--- config.mk ---
export PLATFORM = sky130hd
export DESIGN_NAME = pcs_tx_scheduler_flat
export DESIGN_NICKNAME = d
export VERILOG_FILES = /design/src/rtl/pcs_tx_scheduler_if.sv /design/src/rtl/pcs_tx_scheduler.sv /design/src/flat_wrapper.sv
export SDC_FILE = /design/constraint.sdc
export NUM_CORES = 1
export LEC_CHECK = 0
export ABC_AREA = 1
export BUFFER_PORTS_ARGS = -buffer_cell sky130_fd_sc_hd__buf_2
export CAP_MARGIN = 30
export CORE_MARGIN = 2
export CORE_UTILIZATION = 45
export DETAILED_ROUTE_END_ITERATION = 10
export PLACE_DENSITY = 0.73
export SYNTH_ARGS = -nofsm -noshare
export SYNTH_HDL_FRONTEND = slang
export SYNTH_SLANG_ARGS = --single-unit
export TNS_END_PERCENT = 1
--- constraint.sdc ---
create_clock -name GTX_CLK -period 1.7 [get_ports GTX_CLK]
set_input_delay 0.085 -clock GTX_CLK [delete_from_list [all_inputs] [get_ports GTX_CLK]]
set_output_delay 0.085 -clock GTX_CLK [all_outputs]
set_load 0.01 [all_outputs]
--- src/rtl/pcs_tx_scheduler_if.sv ---
// Octet-stream frame source handshake: one octet moves on a cycle where
// valid and ready are both high; last marks the final octet, err requests TX_ER.
interface pcs_tx_scheduler_if;
    logic       valid;
    logic [7:0] data;
    logic       last;
    logic       err;
    logic       ready;

    modport master (output valid, data, last, err, input ready);
    modport slave  (input valid, data, last, err, output ready);
endinterface

--- src/rtl/pcs_tx_scheduler.sv ---
// Round-robin frame scheduler feeding the PCS transmit path: preamble, SFD,
// payload and inter-packet gap, paced one octet per PCS advance slot.
module pcs_tx_scheduler #(
    parameter int PREAMBLE_LEN = 7,
    parameter int IPG_LEN      = 12,
    parameter int MAX_LEN      = 1518
) (
    input  logic               GTX_CLK,
    input  logic               mr_main_reset,
    input  logic               tx_adv,
    input  logic               transmitting,
    pcs_tx_scheduler_if.slave  s0,
    pcs_tx_scheduler_if.slave  s1,
    output logic [7:0]         TXD,
    output logic               TX_EN,
    output logic               TX_ER,
    output logic               grant,
    output logic               busy,
    output logic               underrun,
    output logic               jabber
);

    typedef enum logic [2:0] {IDLE, PREAMBLE, SFD, DATA, DRAIN, IPG} state_t;

    localparam logic [3:0]  PRE_LAST  = 4'(PREAMBLE_LEN - 1);
    localparam logic [7:0]  IPG_LAST  = 8'(IPG_LEN - 1);
    localparam logic [11:0] LEN_LIMIT = 12'(MAX_LEN);

    state_t      state, state_n;
    logic [3:0]  pre_cnt, pre_cnt_n;
    logic [11:0] len_cnt, len_cnt_n;
    logic [7:0]  ipg_cnt, ipg_cnt_n;
    logic        last_grant, last_grant_n, grant_n;
    logic [7:0]  txd_n;
    logic        tx_en_n, tx_er_n, underrun_n, jabber_n;
    logic        take;
    logic        g_valid, g_last, g_err;
    logic [7:0]  g_data;

    assign g_valid  = grant ? s1.valid : s0.valid;
    assign g_data   = grant ? s1.data  : s0.data;
    assign g_last   = grant ? s1.last  : s0.last;
    assign g_err    = grant ? s1.err   : s0.err;
    assign s0.ready = take & ~grant;
    assign s1.ready = take & grant;

    always_comb begin
        state_n      = state;
        pre_cnt_n    = pre_cnt;
        len_cnt_n    = len_cnt;
        ipg_cnt_n    = ipg_cnt;
        last_grant_n = last_grant;
        grant_n      = grant;
        txd_n        = TXD;
        tx_en_n      = TX_EN;
        tx_er_n      = TX_ER;
        underrun_n   = 1'b0;
        jabber_n     = 1'b0;
        take         = 1'b0;
        case (state)
            IDLE: begin
                if (tx_adv) begin
                    txd_n   = 8'h00;
                    tx_en_n = 1'b0;
                    tx_er_n = 1'b0;
                end
                if (!transmitting && (s0.valid || s1.valid)) begin
                    grant_n      = (s0.valid && s1.valid) ? ~last_grant : s1.valid;
                    last_grant_n = grant_n;
                    pre_cnt_n    = '0;
                    len_cnt_n    = '0;
                    ipg_cnt_n    = '0;
                    state_n      = PREAMBLE;
                end
            end
            PREAMBLE: begin
                if (tx_adv) begin
                    txd_n     = 8'h55;
                    tx_en_n   = 1'b1;
                    tx_er_n   = 1'b0;
                    pre_cnt_n = pre_cnt + 4'd1;
                    if (pre_cnt == PRE_LAST) state_n = SFD;
                end
            end
            SFD: begin
                if (tx_adv) begin
                    txd_n   = 8'hD5;
                    tx_en_n = 1'b1;
                    tx_er_n = 1'b0;
                    state_n = DATA;
                end
            end
            DATA: begin
                if (tx_adv) begin
                    len_cnt_n = len_cnt + 12'd1;
                    tx_en_n   = 1'b1;
                    // The jabber slot is checked first so a valid last octet cannot slip out.
                    if (len_cnt == LEN_LIMIT) begin
                        txd_n    = 8'h00;
                        tx_er_n  = 1'b1;
                        jabber_n = 1'b1;
                        state_n  = DRAIN;
                    end else if (g_valid) begin
                        take    = 1'b1;
                        txd_n   = g_data;
                        tx_er_n = g_err;
                        if (g_last) state_n = IPG;
                    end else begin
                        txd_n      = 8'h00;
                        tx_er_n    = 1'b1;
                        underrun_n = 1'b1;
                    end
                end
            end
            DRAIN: begin
                if (tx_adv) begin
                    txd_n   = 8'h00;
                    tx_en_n = 1'b0;
                    tx_er_n = 1'b0;
                end
                take = g_valid;
                if (g_valid && g_last) state_n = IPG;
            end
            IPG: begin
                if (tx_adv) begin
                    txd_n     = 8'h00;
                    tx_en_n   = 1'b0;
                    tx_er_n   = 1'b0;
                    ipg_cnt_n = ipg_cnt + 8'd1;
                    if (ipg_cnt == IPG_LAST) state_n = IDLE;
                end
            end
            default: state_n = IDLE;
        endcase
    end

    always_ff @(posedge GTX_CLK or posedge mr_main_reset) begin
        if (mr_main_reset) begin
            state      <= IDLE;
            pre_cnt    <= '0;
            len_cnt    <= '0;
            ipg_cnt    <= '0;
            last_grant <= 1'b1;
            grant      <= 1'b0;
            busy       <= 1'b0;
            TXD        <= 8'h00;
            TX_EN      <= 1'b0;
            TX_ER      <= 1'b0;
            underrun   <= 1'b0;
            jabber     <= 1'b0;
        end else begin
            state      <= state_n;
            pre_cnt    <= pre_cnt_n;
            len_cnt    <= len_cnt_n;
            ipg_cnt    <= ipg_cnt_n;
            last_grant <= last_grant_n;
            grant      <= grant_n;
            busy       <= (state_n != IDLE);
            TXD        <= txd_n;
            TX_EN      <= tx_en_n;
            TX_ER      <= tx_er_n;
            underrun   <= underrun_n;
            jabber     <= jabber_n;
        end
    end

endmodule

--- src/flat_wrapper.sv ---
// flat-port wrapper written by rule: the top's interface ports become plain ports
module pcs_tx_scheduler_flat 
#(
    parameter int PREAMBLE_LEN = 7,
    parameter int IPG_LEN      = 12,
    parameter int MAX_LEN      = 1518
)
  (GTX_CLK, mr_main_reset, tx_adv, transmitting, TXD, TX_EN, TX_ER, grant, busy, underrun, jabber, s0_valid, s0_data, s0_last, s0_err, s0_ready, s1_valid, s1_data, s1_last, s1_err, s1_ready);
  pcs_tx_scheduler_if s0_i ();
  pcs_tx_scheduler_if s1_i ();
  input  logic GTX_CLK;
  input  logic mr_main_reset;
  input  logic tx_adv;
  input  logic transmitting;
  output logic [7:0] TXD;
  output logic TX_EN;
  output logic TX_ER;
  output logic grant;
  output logic busy;
  output logic underrun;
  output logic jabber;
  input wire logic [$bits(s0_i.valid)-1:0] s0_valid;
  input wire logic [$bits(s0_i.data)-1:0] s0_data;
  input wire logic [$bits(s0_i.last)-1:0] s0_last;
  input wire logic [$bits(s0_i.err)-1:0] s0_err;
  output wire logic [$bits(s0_i.ready)-1:0] s0_ready;
  input wire logic [$bits(s1_i.valid)-1:0] s1_valid;
  input wire logic [$bits(s1_i.data)-1:0] s1_data;
  input wire logic [$bits(s1_i.last)-1:0] s1_last;
  input wire logic [$bits(s1_i.err)-1:0] s1_err;
  output wire logic [$bits(s1_i.ready)-1:0] s1_ready;
  assign s0_i.valid = s0_valid;
  assign s0_i.data = s0_data;
  assign s0_i.last = s0_last;
  assign s0_i.err = s0_err;
  assign s0_ready = s0_i.ready;
  assign s1_i.valid = s1_valid;
  assign s1_i.data = s1_data;
  assign s1_i.last = s1_last;
  assign s1_i.err = s1_err;
  assign s1_ready = s1_i.ready;
  pcs_tx_scheduler #(.PREAMBLE_LEN(PREAMBLE_LEN), .IPG_LEN(IPG_LEN), .MAX_LEN(MAX_LEN)) u_core (.GTX_CLK(GTX_CLK), .mr_main_reset(mr_main_reset), .tx_adv(tx_adv), .transmitting(transmitting), .s0(s0_i), .s1(s1_i), .TXD(TXD), .TX_EN(TX_EN), .TX_ER(TX_ER), .grant(grant), .busy(busy), .underrun(underrun), .jabber(jabber));
endmodule
== Word-level counts from Yosys, hierarchy flattened ==
Cells that the tools add are included.

* Register bits after elaboration: 42
* Bits of input ports: 26
* Output and inout bits: 16
* Word-level logic and storage cells: 109

* Add/sub/neg operators: 3
* Equality and inequality tests: 16
* Mux-type cells: 51
* Bitwise gates (word level): 4
* Reduce and logical (&&, ||, !) cells: 23

{| class="wikitable"
|+ Operators with widths
! operator !! count
|-
| 8-bit two-way mux || 9
|-
| 3-bit two-way mux || 11
|-
| 8-bit case mux with 4 select lines || 1
|-
| 12-bit two-way mux || 2
|-
| 12-bit case mux with 2 select lines || 1
|-
| 1-bit two-way mux || 19
|-
| 3-bit case mux with 6 select lines || 1
|-
| 8-bit case mux with 2 select lines || 1
|-
| 3-bit AND reduction || 5
|-
| 12-bit by 1-bit adder with 12-bit output, second input constant || 1
|-
| 12-bit by 11-bit equality test with 1-bit output, second input constant || 1
|-
| 2-bit nonzero test || 5
|-
| 8-bit by 1-bit adder with 8-bit output, second input constant || 1
|-
| 8-bit by 4-bit equality test with 1-bit output, second input constant || 1
|-
| 4-bit two-way mux || 2
|-
| 2-bit by 1-bit != test with 1-bit output, second input constant || 4
|-
| 2-bit != test, second input constant || 4
|-
| 4-bit case mux with 2 select lines || 1
|-
| 3-bit by 2-bit equality test with 1-bit output, second input constant || 2
|-
| 3-bit equality test, second input constant || 2
|-
| 1-bit case mux with 2 select lines || 3
|-
| 3-bit OR reduction || 2
|-
| 5-bit AND reduction || 1
|-
| 5-bit OR reduction || 1
|-
| 12 further kinds || 16
|}

== Longest topological paths before layout ==
Gate-level depths: netlist of the first run.

* Depth after elaboration: 7
* Depth in mapped cells: 10
* Depth with buffers taken out: 10

== Least setup slack after synthesis of the first run ==
OpenSTA, ideal clock, no wires.

* Path type: reg-to-output
* Start: register u_core.grant
* End: output port s0_ready
* Arrival: 1300 ps
* Required time: 1615 ps
* Path slack: 315 ps
* Cell stages (with the launch flop): 7
* Path buffers: 1
* Cells stage by stage: dfrtp_1 -> o21ai_0 -> buf_2 -> nand3_1 -> nand2_1 -> inv_1 -> nor2_1

* Word-level cells in the longest chain between the ends: 6

{| class="wikitable"
|+ RTL lines
! element !! line !! text
|-
| start: declaration || pcs_tx_scheduler.sv:17 || <nowiki>output logic grant,</nowiki>
|-
| start signal: assignment || pcs_tx_scheduler.sv:157 || <nowiki>grant <= grant_n;</nowiki>
|-
| 1-bit two-way mux || pcs_tx_scheduler.sv:40 || <nowiki>assign g_valid = grant ? s1.valid : s0.valid;</nowiki>
|-
| 1-bit two-way mux || pcs_tx_scheduler.sv:103 || <nowiki>end else if (g_valid) begin</nowiki>
|-
| 1-bit two-way mux || pcs_tx_scheduler.sv:98 || <nowiki>if (len_cnt == LEN_LIMIT) begin</nowiki>
|-
| 1-bit two-way mux || pcs_tx_scheduler.sv:94 || <nowiki>if (tx_adv) begin</nowiki>
|-
| 1-bit case mux with 2 select lines || pcs_tx_scheduler.sv:60 || <nowiki>case (state)</nowiki>
|-
| 1-bit AND (*) || pcs_tx_scheduler.sv:44 || <nowiki>assign s0.ready = take & ~grant;</nowiki>
|-
| end: declaration || flat_wrapper.sv:26 || <nowiki>output wire logic [$bits(s0_i.ready)-1:0] s0_ready;</nowiki>
|}

Every way passes the cells marked *; elsewhere a longest branch is shown, timed or not.

== Worst setup path in the final report of the first run ==
* Start: register u_core.len_cnt[0]
* End: output port s0_ready

* Word-level cells in the longest chain between the ends: 5

{| class="wikitable"
|+ RTL lines
! element !! line !! text
|-
| start: declaration || pcs_tx_scheduler.sv:31 || <nowiki>logic [11:0] len_cnt, len_cnt_n;</nowiki>
|-
| start signal: assignment || pcs_tx_scheduler.sv:154 || <nowiki>len_cnt <= len_cnt_n;</nowiki>
|-
| 12-bit by 11-bit equality test with 1-bit output || pcs_tx_scheduler.sv:98 ||
|-
| 1-bit two-way mux || pcs_tx_scheduler.sv:98 ||
|-
| 1-bit two-way mux || pcs_tx_scheduler.sv:94 ||
|-
| 1-bit case mux with 2 select lines || pcs_tx_scheduler.sv:60 ||
|-
| 1-bit AND || pcs_tx_scheduler.sv:44 ||
|}

No other way between the ends.

==> results of run 1 <==
## worst paths after layout
kind,startpoint,to,slack (ns),cells past startpoint
max in group asynchronous,mr_main_reset,u_core.state[0],0.64,4
worst min register to register,u_core.TXD[7],u_core.TXD[7],0.49,2
min in group asynchronous,mr_main_reset,u_core.len_cnt[10],0.41,3
worst max register to register,u_core.len_cnt[0],u_core.TXD[7],0.16,11
worst min-delay path,s0_data[5],u_core.TXD[5],0.08,3
worst max-delay path,u_core.len_cnt[0],s0_ready,0.03,10
## power by group through the flow
| stage | sequential (mW) | clock [mW] | combinational (mW) |
|---|---|---|---|
| after floorplan | 1.48 | 0 | 0.946 |
| after global placement | 1.46 | 0 | 1.38 |
| after detailed placement | 1.47 | 0 | 1.42 |
| after CTS | 1.45 | 0.802 | 1.42 |
| after global routing | 1.50 | 0.851 | 1.70 |
| final | 1.47 | 0.783 | 1.47 |
## synth_stat cells (2+ instances only)
| library cell | count |
|---|---|
| nand2_1 | 82 |
| dfrtp_1 | 41 |
| nor2_1 | 41 |
| inv_1 | 38 |
| o21ai_0 | 19 |
| nand3_1 | 18 |
| nand4_1 | 16 |
| a21oi_1 | 11 |
| nor3_1 | 8 |
| ha_1 | 5 |
| buf_2 | 4 |
| mux2i_1 | 4 |
| xor2_1 | 4 |
| inv_2 | 3 |
| nand2_2 | 3 |
| nand3_2 | 3 |
| nor2_2 | 3 |
| buf_6 | 2 |
| nor3_2 | 2 |
| o21bai_1 | 2 |
## worst min-delay path, stage by stage
cell	delay, ns
buf_2	0.07
mux2i_1	0.05
o21ai_0	0.14
## area by class of cell
class                   count  area (um2)
clock buffers               6        72.6
clock inverters             2        37.5
fillers                   517        2190
inverters                  42         159
multi-input cells         230        1200
flip-flops and latches     42        1050
well taps                  70        87.6
repair buffers             59         343
## stage by stage
step / hold WS, ns / instances / setup WS [ns] / util [%]
2_1_floorplan: 0.254 / 320 / 0.315 / -
3_3_place_gp: 0.196 / 437 / 0.187 / 53.5
3_5_place_dp: 0.210 / 437 / 0.132 / 53.5
4_1_cts: 0.0798 / 447 / 0.00160 / 56.1
5_1_grt: 0.0952 / 451 / -0.0715 / 57.5
6_report: 0.0841 / 451 / 0.0258 / 57.5
## kinds of logic (layout without fill, tap and decap cells)
logic type	Yosys count	in the layout	synth area share, %
simple gates	179	179	33.5
buf+inv	48	109	8.32
flops	42	42	43.7
compound gates	37	37	8.42
fa+ha+maj	5	5	2.60
xor+xnor	5	5	1.82
mux	4	4	1.66
## state kept, by name, summed over array words and instances (netlist names)
register and cells:
u_core.len_cnt 12, u_core.TX_ER 1, u_core.state 3, u_core.last_grant 1, u_core.TX_EN 1, u_core.underrun 1, u_core.ipg_cnt 8, u_core.TXD 8
u_core.pre_cnt 4, u_core.grant 1, u_core.busy 1, u_core.jabber 1
## metal layers
| layer | up-vias | global-route usage (%) |
|---|---|---|
| met5 | - | 0 |
| met3 | 5 | 4.59 |
| li1 | 1153 | - |
| met1 | 1043 | 27.5 |
| met2 | 70 | 30.6 |
| met4 | 0 | 4.82 |
## repair_timing
| item | CTS | global route |
|---|---|---|
| pin swaps | 1 | 2 |
| endpoints found under the hold margin | 22 | 0 |
| gates cloned | 0 | 0 |
| buffers inserted | 1 | 4 |
| hold buffers | 1 | 0 |
| setup endpoints to repair | 2 | 5 |
| resized for setup | 3 | 12 |
==> metrics.md, run 1 <==
| Metric | Value |
|---|---|
| Status | `finished, final reports clean` |
| CP Capture Type | `output pin` |
| Routed WL | `5470 um` |
| Synth Cell Area | `0.00241 mm2` |
| TritonCTS Buffers | `5` |
| Die Ht | `77.1 um` |
| Post-synth EDFFs | `0` |
| Clock Latency Late Sink | `0.30 ns` |
| Seq/Total Area, Yosys | `43.7%` |
| Synth Area per Inst | `7.52 um2` |
| First-pass GRT wire length | `9470 um` |
| CP delay by family, top | `simple AND/OR/NAND/NOR gates` |
| Most used DFF post-synth | `dfrtp_1` |
| Routed len/inst | `12.1 um` |
| GRT Overall Usage | `19.6%` |
| Uppermost layer routed | `met4` |
| Row count | `26` |
| Crit start category | `register` |
| Drt pass-1 iters | `4` |
| Vias in the first global route | `2038` |
| Largest area contributor in the netlist | `dfrtp_1` |
| Crit path kind | `reg -> out` |
| Part of the power in registers | `39.4%` |
| Detailed placement HPWL | `4140 um` |
| Metal2 WL | `2490 um` |
| Vias | `2271` |
| Most frequent cells in the layout | `nand2_1, buf_2, nor2_1, dfrtp_1, inv_1` |
| Max-slew violation count | `0` |
| IO Port Bufs | `41` |
| H-tree Lvls | `2` |
| Max Cap Viol | `0` |
| Crit path largest cell delay | `0.41 ns` |
| Drt drc | `0` |
| Comb pwr share | `39.6%` |
| Crit share post-route | `98.5%` |
| Core area | `0.00514 mm2` |
| IO Count | `42` |
| CP bufs+invs | `3` |
| Area share of the largest cell type after synthesis | `42.6%` |
| Sink Count | `42` |
| Synth cell types | `31` |
| Warnings from Yosys | `0` |
| Crit path DAT | `1.59 ns` |
| Clock transition at path regs | `0.08 ns` |
| Clk pwr share | `21.0%` |
| Worst-margin pin slew | `0.901 ns` |
| Commonest non-fill, non-tap cell in the layout | `nand2_1` |
| Setup TNS | `0 ns` |
| Net Sw Frac | `39.3%` |
| Fin. Hold Viols | `0` |
| Slowest-stage cell, CP | `dfrtp_1` |
| Largest cells by area after synthesis | `dfrtp_1, nand2_1, nor2_1` |
| Synth-to-Final Area Change | `22.7%` |
| Largest net degree at the start of global routing | `25` |
| Pwr/cell area | `1260 mW/mm2` |
| Synth Register Bits | `42` |
| Initial Util | `46.8%` |
| Via density | `5.04` |
| Most common cell on crit path | `nand3_2` |
| N_diodes | `0` |
| Async SR Flop Fraction | `100%` |
| Final setup fails | `0` |
| Clock Path Buffers | `2` |
| Area after DPL | `0.00275 mm2` |
| Design area | `0.00295 mm2` |
| RSZ-0062 raised after global routing | `true` |
| Peak supply drop | `585 uV` |
| GPL Wtd Cong | `0.859` |
| Int Pwr | `2.26 mW` |
| Die area | `0.00595 mm2` |
| Initial antenna violation count | `0` |
| Final Total Pwr | `3.72 mW` |
| Clock Root Buffer | `clkbuf_8` |
| Max Freq | `597 MHz` |
| Crit path max fanout | `2` |
| WL met1 | `2640 um` |
| Clk_skew | `0.0128 ns` |
| Gate Count Post-Synth | `320` |
| Slew margin rel. | `39.6%` |
| Min Tclk post-route | `1.67 ns` |
| CTS tree | `built` |
| NetSw | `1.46 mW` |
| Met3 wire length | `303 um` |
| Syn Nets | `351` |
| Crit path required time | `1.62 ns` |
| CP Cell Sequence | `inv_2 > ha_4 > nand2_4 > nor2_4 > nand3_2 > nand3_2 > nand2_1 > inv_1 > nor2_1 > buf_2` |
| Layout cells sized above 1 | `23.9%` |
| Grt ovf | `0` |
| Die Wd | `77.1 um` |
| Worst hold-check path type | `in -> reg` |
| Layout Nets | `411` |
| Antenna Nets Post-Route | `0` |
| 1st-iter DRT viols | `117` |
| Leak | `1.49 nW` |
No activity file was read; power rests on OpenSTA's default activity.
==> run 2, diff against run 1 <==
BUFFER_PORTS_ARGS = -buffer_cell sky130_fd_sc_hd__clkbuf_2   (was -buffer_cell sky130_fd_sc_hd__buf_2)
CELL_PAD_IN_SITES_DETAIL_PLACEMENT = 1   (was not set)
CELL_PAD_IN_SITES_GLOBAL_PLACEMENT = 1   (was not set)
CORE_UTILIZATION = 40   (was 45)
PLACE_DENSITY = 0.86   (was 0.73)
==> run 2 against run 1 <==
Net effect:
- die area is 12% higher
- clock-buffer cell count is 1 higher
- clock power is 10% lower
- clock skew is 0.0073 ns lower
- largest cell class unchanged
- critical path depth is 1 higher
- power is 7.7% higher
- via count is 9.0% higher
- first-iteration DRC count is 41% lower
- global-route usage is 3.7 points higher
- sequential power hardly changed
- sequential share of layout area is 1.4 points lower
==> metrics.md, run 2 (same netlist as run 1, synthesis figures left out) <==
| Metric | Value |
|---|---|
| Status | `finished, final reports clean (unchanged)` |
| Max Freq | `588 MHz (was 597 MHz)` |
| Clock Latency Late Sink | `0.31 ns (was 0.30 ns)` |
| Final setup fails | `0 (unchanged)` |
| Vias | `2476 (was 2271)` |
| Antenna Nets Post-Route | `0 (unchanged)` |
| Crit path max fanout | `2 (unchanged)` |
| Most frequent cells in the layout | `nand2_1, clkbuf_2, dfrtp_1 (was nand2_1, buf_2, nor2_1, dfrtp_1, inv_1)` |
| Worst-margin pin slew | `0.668 ns (was 0.901 ns)` |
| Sink Count | `42 (unchanged)` |
| HP Start | `s0_data[1] (was s0_data[5])` |
| Clock transition at path regs | `0.09 ns (was 0.08 ns)` |
| CP Capture Type | `register (was output pin)` |
| Grt ovf | `0 (unchanged)` |
| Min Hold Slack | `0.0923 ns (was 0.0841 ns)` |
| Peak supply drop | `507 uV (was 585 uV)` |
| Max FFs per register | `12 (unchanged)` |
| Biggest regs | `u_core.len_cnt x12, u_core.TXD x8, u_core.ipg_cnt x8 (unchanged)` |
| Vias in the first global route | `2444 (was 2038)` |
| Met3 GRT Util | `3.74% (was 4.59%)` |
| Slew margin rel. | `55.2% (was 39.6%)` |
| Layout cells sized above 1 | `28.7% (was 23.9%)` |
| Reg-to-Reg Start | `u_core.len_cnt[0] (unchanged)` |
| Commonest non-fill, non-tap cell in the layout | `nand2_1 (unchanged)` |
| Initial Util | `41.1% (was 46.8%)` |
| RSZ-0062 raised after global routing | `true (unchanged)` |
| Pwr/cell area | `1300 mW/mm2 (was 1260 mW/mm2)` |
| Crit start category | `register (unchanged)` |
| IO Port Bufs | `41 (unchanged)` |
| Final Total Pwr | `4.01 mW (was 3.72 mW)` |
| Synth-to-Final Area Change | `27.7% (was 22.7%)` |
| Crit path kind | `reg -> reg (was reg -> out)` |
| Fin. Hold Viols | `0 (unchanged)` |
| Largest net degree at the start of global routing | `19 (was 25)` |
| Die Ht | `81.6 um (was 77.1 um)` |
| Routed WL | `8120 um (was 5470 um)` |
| Hold Path Depth | `3 (unchanged)` |
| Crit path required time | `1.89 ns (was 1.62 ns)` |
| CTS tree | `built (unchanged)` |
| Met2 Use GR | `42.9% (was 30.6%)` |
| Clock Root Buffer | `clkbuf_8 (unchanged)` |
| Leak | `1.54 nW (was 1.49 nW)` |
| GPL Wtd Cong | `0.839 (was 0.859)` |
| RR Endpoint | `u_core.busy (was u_core.TXD[7])` |
| GRT Overall Usage | `23.2% (was 19.6%)` |
| Crit share post-route | `100% (was 98.5%)` |
| TritonCTS Buffers | `5 (unchanged)` |
| H-tree Lvls | `2 (unchanged)` |
| M1 GR Usage | `27.9% (was 27.5%)` |
| Clk_skew | `0.00547 ns (was 0.0128 ns)` |
| Detailed placement HPWL | `5250 um (was 4140 um)` |
| Register with the most flip-flops | `u_core.len_cnt (unchanged)` |
| Clock Path Buffers | `2 (unchanged)` |
| First-pass GRT wire length | `11700 um (was 9470 um)` |
| IO Count | `42 (unchanged)` |
| Core area | `0.00585 mm2 (was 0.00514 mm2)` |
| Routed len/inst | `17.3 um (was 12.1 um)` |
| Row count | `28 (was 26)` |
| R2r worst-path depth | `11 (unchanged)` |
| Initial antenna violation count | `0 (unchanged)` |
| N_diodes | `0 (unchanged)` |
| Max-slew violation count | `0 (unchanged)` |
| Die Wd | `81.6 um (was 77.1 um)` |
| Min Tclk post-route | `1.70 ns (was 1.67 ns)` |
| 1st-iter DRT viols | `69 (was 117)` |
| Max Cap Viol | `0 (unchanged)` |
| Hold EP | `u_core.TXD[1] (was u_core.TXD[5])` |
| Drt pass-1 iters | `4 (unchanged)` |
| Via density | `5.28 (was 5.04)` |
| Worst hold-check path type | `in -> reg (unchanged)` |
| Layout Nets | `424 (was 411)` |
| GRT busiest layer | `met2 (unchanged)` |
| Flop-to-flop setup slack | `0.00004 ns (was 0.16 ns)` |
| Die area | `0.00665 mm2 (was 0.00595 mm2)` |
| Drt drc | `0 (unchanged)` |
| Crit path DAT | `1.89 ns (was 1.59 ns)` |
[run 2: cell type report]
type	instances	area [um2]
clock buffers	7	86.3
clock inverters	1	5.00
fillers	763	2780
inverters	42	158
multi-input cells	230	1230
flip-flops and latches	42	1050
well taps	75	93.8
repair buffers	72	440
[run 2: timing repair]
item	in CTS	in global routing
pin swaps	2	7
resized for setup	8	21
buffers inserted	8	11
hold buffers	1	0
setup endpoints to repair	2	11
hold endpoints to repair	16	0
[run 2: metrics by stage]
step | setup WS (ns) | util [%] | cells | setup TNS [ns] | cell area [um2]
3_5_place_dp | 0.0537 | 46.9 | 441 | 0 | 2750
5_1_grt | -0.0921 | 52.5 | 469 | -0.508 | 3070
6_report | 0.0000402 | 52.5 | 469 | 0 | 3070
3_3_place_gp | 0.175 | 46.9 | 441 | 0 | 2750
2_1_floorplan | 0.315 | - | 320 | 0 | 2410
4_1_cts | 0.00864 | 50.1 | 458 | 0 | 2930
[run 2: worst max-delay path by stage]
| stage | start | endpoint | depth (start not counted) |
|---|---|---|---|
| after floorplan | u_core.grant | s0_ready | 6 |
| after global placement | u_core.state[0] | u_core.len_cnt[2] | 6 |
| after detailed placement | u_core.state[0] | u_core.len_cnt[2] | 6 |
| after CTS | u_core.len_cnt[0] | s0_ready | 10 |
| after global routing | u_core.len_cnt[0] | u_core.busy | 11 |
| final | u_core.len_cnt[0] | u_core.busy | 11 |
[run 2: critical path, cell delays in order (launching register included)]
cell	delay [ns]
dfrtp_1	0.40
inv_2	0.09
ha_4	0.14
nand2_4	0.05
nor2_4	0.10
buf_4	0.11
buf_4	0.09
nand4_1	0.14
nand2_1	0.15
inv_1	0.07
nor2_2	0.13
nand3_1	0.10
[run 2: metal layers]
layer / wire length [um] / part of all wire, %
met1: 3280 / 40
met3: 233 / 2.9
met5: 0 / 0
met4: 163 / 2.0
met2: 4440 / 55
[run 2: power by group]
part           internal, mW  switching (mW)  total, mW
sequential             1.24           0.208       1.45
combinational         0.708            1.14       1.85
clock                 0.329           0.377      0.705
total                  2.28            1.73       4.01
==> run 3, diff against run 2 <==
MAX_ROUTING_LAYER = met4   (was not set)
==> run 3 against run 2 <==
Net effect:
- the flow now finishes with violations (setup timing)
- register-to-register slack about the same
- via count is 0.57% higher
- final cell count stayed put
- critical path depth stayed put
- critical path type unchanged
- largest power group unchanged
- highest routed layer unchanged
==> metrics.md, run 3 (same netlist as run 1, synthesis figures left out) <==
| Metric | Value |
|---|---|
| Met3 GRT Util | `3.63% (was 3.74%)` |
| Vias | `2490 (was 2476)` |
| Crit path DAT | `1.89 ns (about the same)` |
| Final critical-path setup slack | `-0.00694 ns (was 0.0000402 ns)` |
| Synth-to-Final Area Change | `27.7% (unchanged)` |
| Commonest non-fill, non-tap cell in the layout | `nand2_1 (unchanged)` |
| Vias in the first global route | `2442 (was 2444)` |
| Final Total Pwr | `4.01 mW (about the same)` |
| N_diodes | `0 (unchanged)` |
| Leak | `1.54 nW (unchanged)` |
| Crit path kind | `reg -> reg (unchanged)` |
| 1st-iter DRT viols | `80 (was 69)` |
| H-tree Lvls | `2 (unchanged)` |
| Layout cells sized above 1 | `28.7% (unchanged)` |
| Peak supply drop | `507 uV (about the same)` |
| Max FFs per register | `12 (unchanged)` |
| Layout Nets | `424 (unchanged)` |
| Routed WL | `8200 um (was 8120 um)` |
| Clock transition at path regs | `0.09 ns (about the same)` |
| Final setup fails | `1 (was 0)` |
| Slew margin rel. | `54.9% (was 55.2%)` |
| GRT Overall Usage | `23.9% (was 23.2%)` |
| TritonCTS Buffers | `5 (unchanged)` |
| Drt pass-1 iters | `4 (unchanged)` |
| Sink Count | `42 (unchanged)` |
| Crit path max fanout | `2 (unchanged)` |
| Max Cap Viol | `0 (unchanged)` |
| RSZ-0062 raised after global routing | `true (unchanged)` |
| First-pass GRT wire length | `11700 um (unchanged)` |
| CP Capture Type | `register (unchanged)` |
| Detailed placement HPWL | `5250 um (unchanged)` |
| CP Cell Sequence | `inv_2 > ha_4 > nand2_4 > nor2_4 > buf_4 > buf_4 > nand4_1 > nand2_1 > inv_1 > nor2_2 > nand3_1 (unchanged)` |
| Via density | `5.31 (was 5.28)` |
| Worst-margin pin slew | `0.673 ns (was 0.668 ns)` |
| Grt ovf | `0 (unchanged)` |
| Clock Root Buffer | `clkbuf_8 (unchanged)` |
| Die Wd | `81.6 um (unchanged)` |
| Setup TNS | `-0.00694 ns (was 0 ns)` |
| Fin. Hold Viols | `0 (unchanged)` |
| Clock Path Buffers | `2 (unchanged)` |
| Max-slew violation count | `0 (unchanged)` |
| Biggest regs | `u_core.len_cnt x12, u_core.TXD x8, u_core.ipg_cnt x8 (unchanged)` |
| Crit share post-route | `100% (about the same)` |
| Met2 Use GR | `42.9% (unchanged)` |
| Status | `complete, but fails checks (was finished, final reports clean)` |
| Most frequent cells in the layout | `nand2_1, clkbuf_2, dfrtp_1 (unchanged)` |
| Initial Util | `41.1% (unchanged)` |
| Core area | `0.00585 mm2 (unchanged)` |
| IO Port Bufs | `41 (unchanged)` |
| IO Count | `42 (unchanged)` |
| Crit path required time | `1.89 ns (about the same)` |
| Antenna Nets Post-Route | `0 (unchanged)` |
| Largest net degree at the start of global routing | `19 (unchanged)` |
| Die area | `0.00665 mm2 (unchanged)` |
| Initial antenna violation count | `0 (unchanged)` |
| Max Freq | `586 MHz (was 588 MHz)` |
| Crit start category | `register (unchanged)` |
| CTS tree | `built (unchanged)` |
| Die Ht | `81.6 um (unchanged)` |
| Crit path largest cell delay | `0.40 ns (about the same)` |
| Worst hold-check path type | `in -> reg (unchanged)` |
| Slowest-stage cell, CP | `dfrtp_1 (unchanged)` |
| Min Tclk post-route | `1.71 ns (was 1.70 ns)` |
| Register with the most flip-flops | `u_core.len_cnt (unchanged)` |
| GRT busiest layer | `met2 (unchanged)` |
| Routed len/inst | `17.5 um (was 17.3 um)` |
| Failing checks | `setup timing` |
| GPL Wtd Cong | `0.852 (was 0.839)` |
| Clock Latency Late Sink | `0.31 ns (about the same)` |
| Pwr/cell area | `1310 mW/mm2 (was 1300 mW/mm2)` |
| Row count | `28 (unchanged)` |
| Drt drc | `0 (unchanged)` |
| Clk_skew | `0.00773 ns (was 0.00547 ns)` |
| Most common cell on crit path | `buf_4 (unchanged)` |
| M1 GR Usage | `27.9% (unchanged)` |
[run 3: path summary, 6_finish.rpt]
| check | from | end | cells after the start | slack, ns |
|---|---|---|---|---|
| max in group asynchronous | mr_main_reset | u_core.last_grant | 4 | 0.72 |
| worst min register to register | u_core.TXD[1] | u_core.TXD[1] | 2 | 0.51 |
| worst max register to register | u_core.len_cnt[0] | u_core.busy | 11 | -0.007 |
| worst max-delay path | u_core.len_cnt[0] | u_core.busy | 11 | -0.007 |
| worst min-delay path | s1_data[3] | u_core.TXD[3] | 3 | 0.09 |
| min in group asynchronous | mr_main_reset | u_core.TXD[7] | 3 | 0.32 |
[run 3: cell type report]
type	instances	area [um2]
tap	75	93.8
timing repair buffer	72	440
clock buffer	7	86.3
multi-input combinational	230	1230
sequential	42	1050
clock inverter	1	5.00
inverter	42	158
fill	763	2780
[run 3: power breakdown]
group          leakage, nW  switching [mW]  internal, mW
Combinational        0.944            1.15         0.708
Clock               0.0482           0.380         0.329
Sequential           0.552           0.206          1.24
[run 3: per-stage QoR]
step                area, um2  utilization, %  instances  setup WS, ns  hold slack, ns
floorplan                2410               -        320         0.315           0.254
global placement         2750            46.9        441         0.175          0.0976
detailed placement       2750            46.9        441        0.0537           0.113
CTS                      2930            50.1        458       0.00864          0.0857
global route             3070            52.5        469       -0.0915          0.0995
finish                   3070            52.5        469      -0.00694          0.0913
[run 3: repair_timing]
item	in CTS	in global routing
hold buffers	1	0
setup buffers	8	11
endpoints found under the hold margin	16	0
cloned	0	0
endpoints found under the setup margin	2	11
gates resized for setup	8	21
pin swaps	2	7
[run 3: routing by layer]
layer | routed length (um) | part of all wire (%)
met4 | 186 | 2.3
met5 | 0 | 0
met3 | 199 | 2.4
met2 | 4450 | 54
met1 | 3370 | 41
[run 3: critical path, delay by kind of cell, from the launching register on]
kind          cells  cell delay [ns]
buf+inv           4             0.36
flops             1             0.40
fa+ha+maj         1             0.14
simple gates      6             0.69
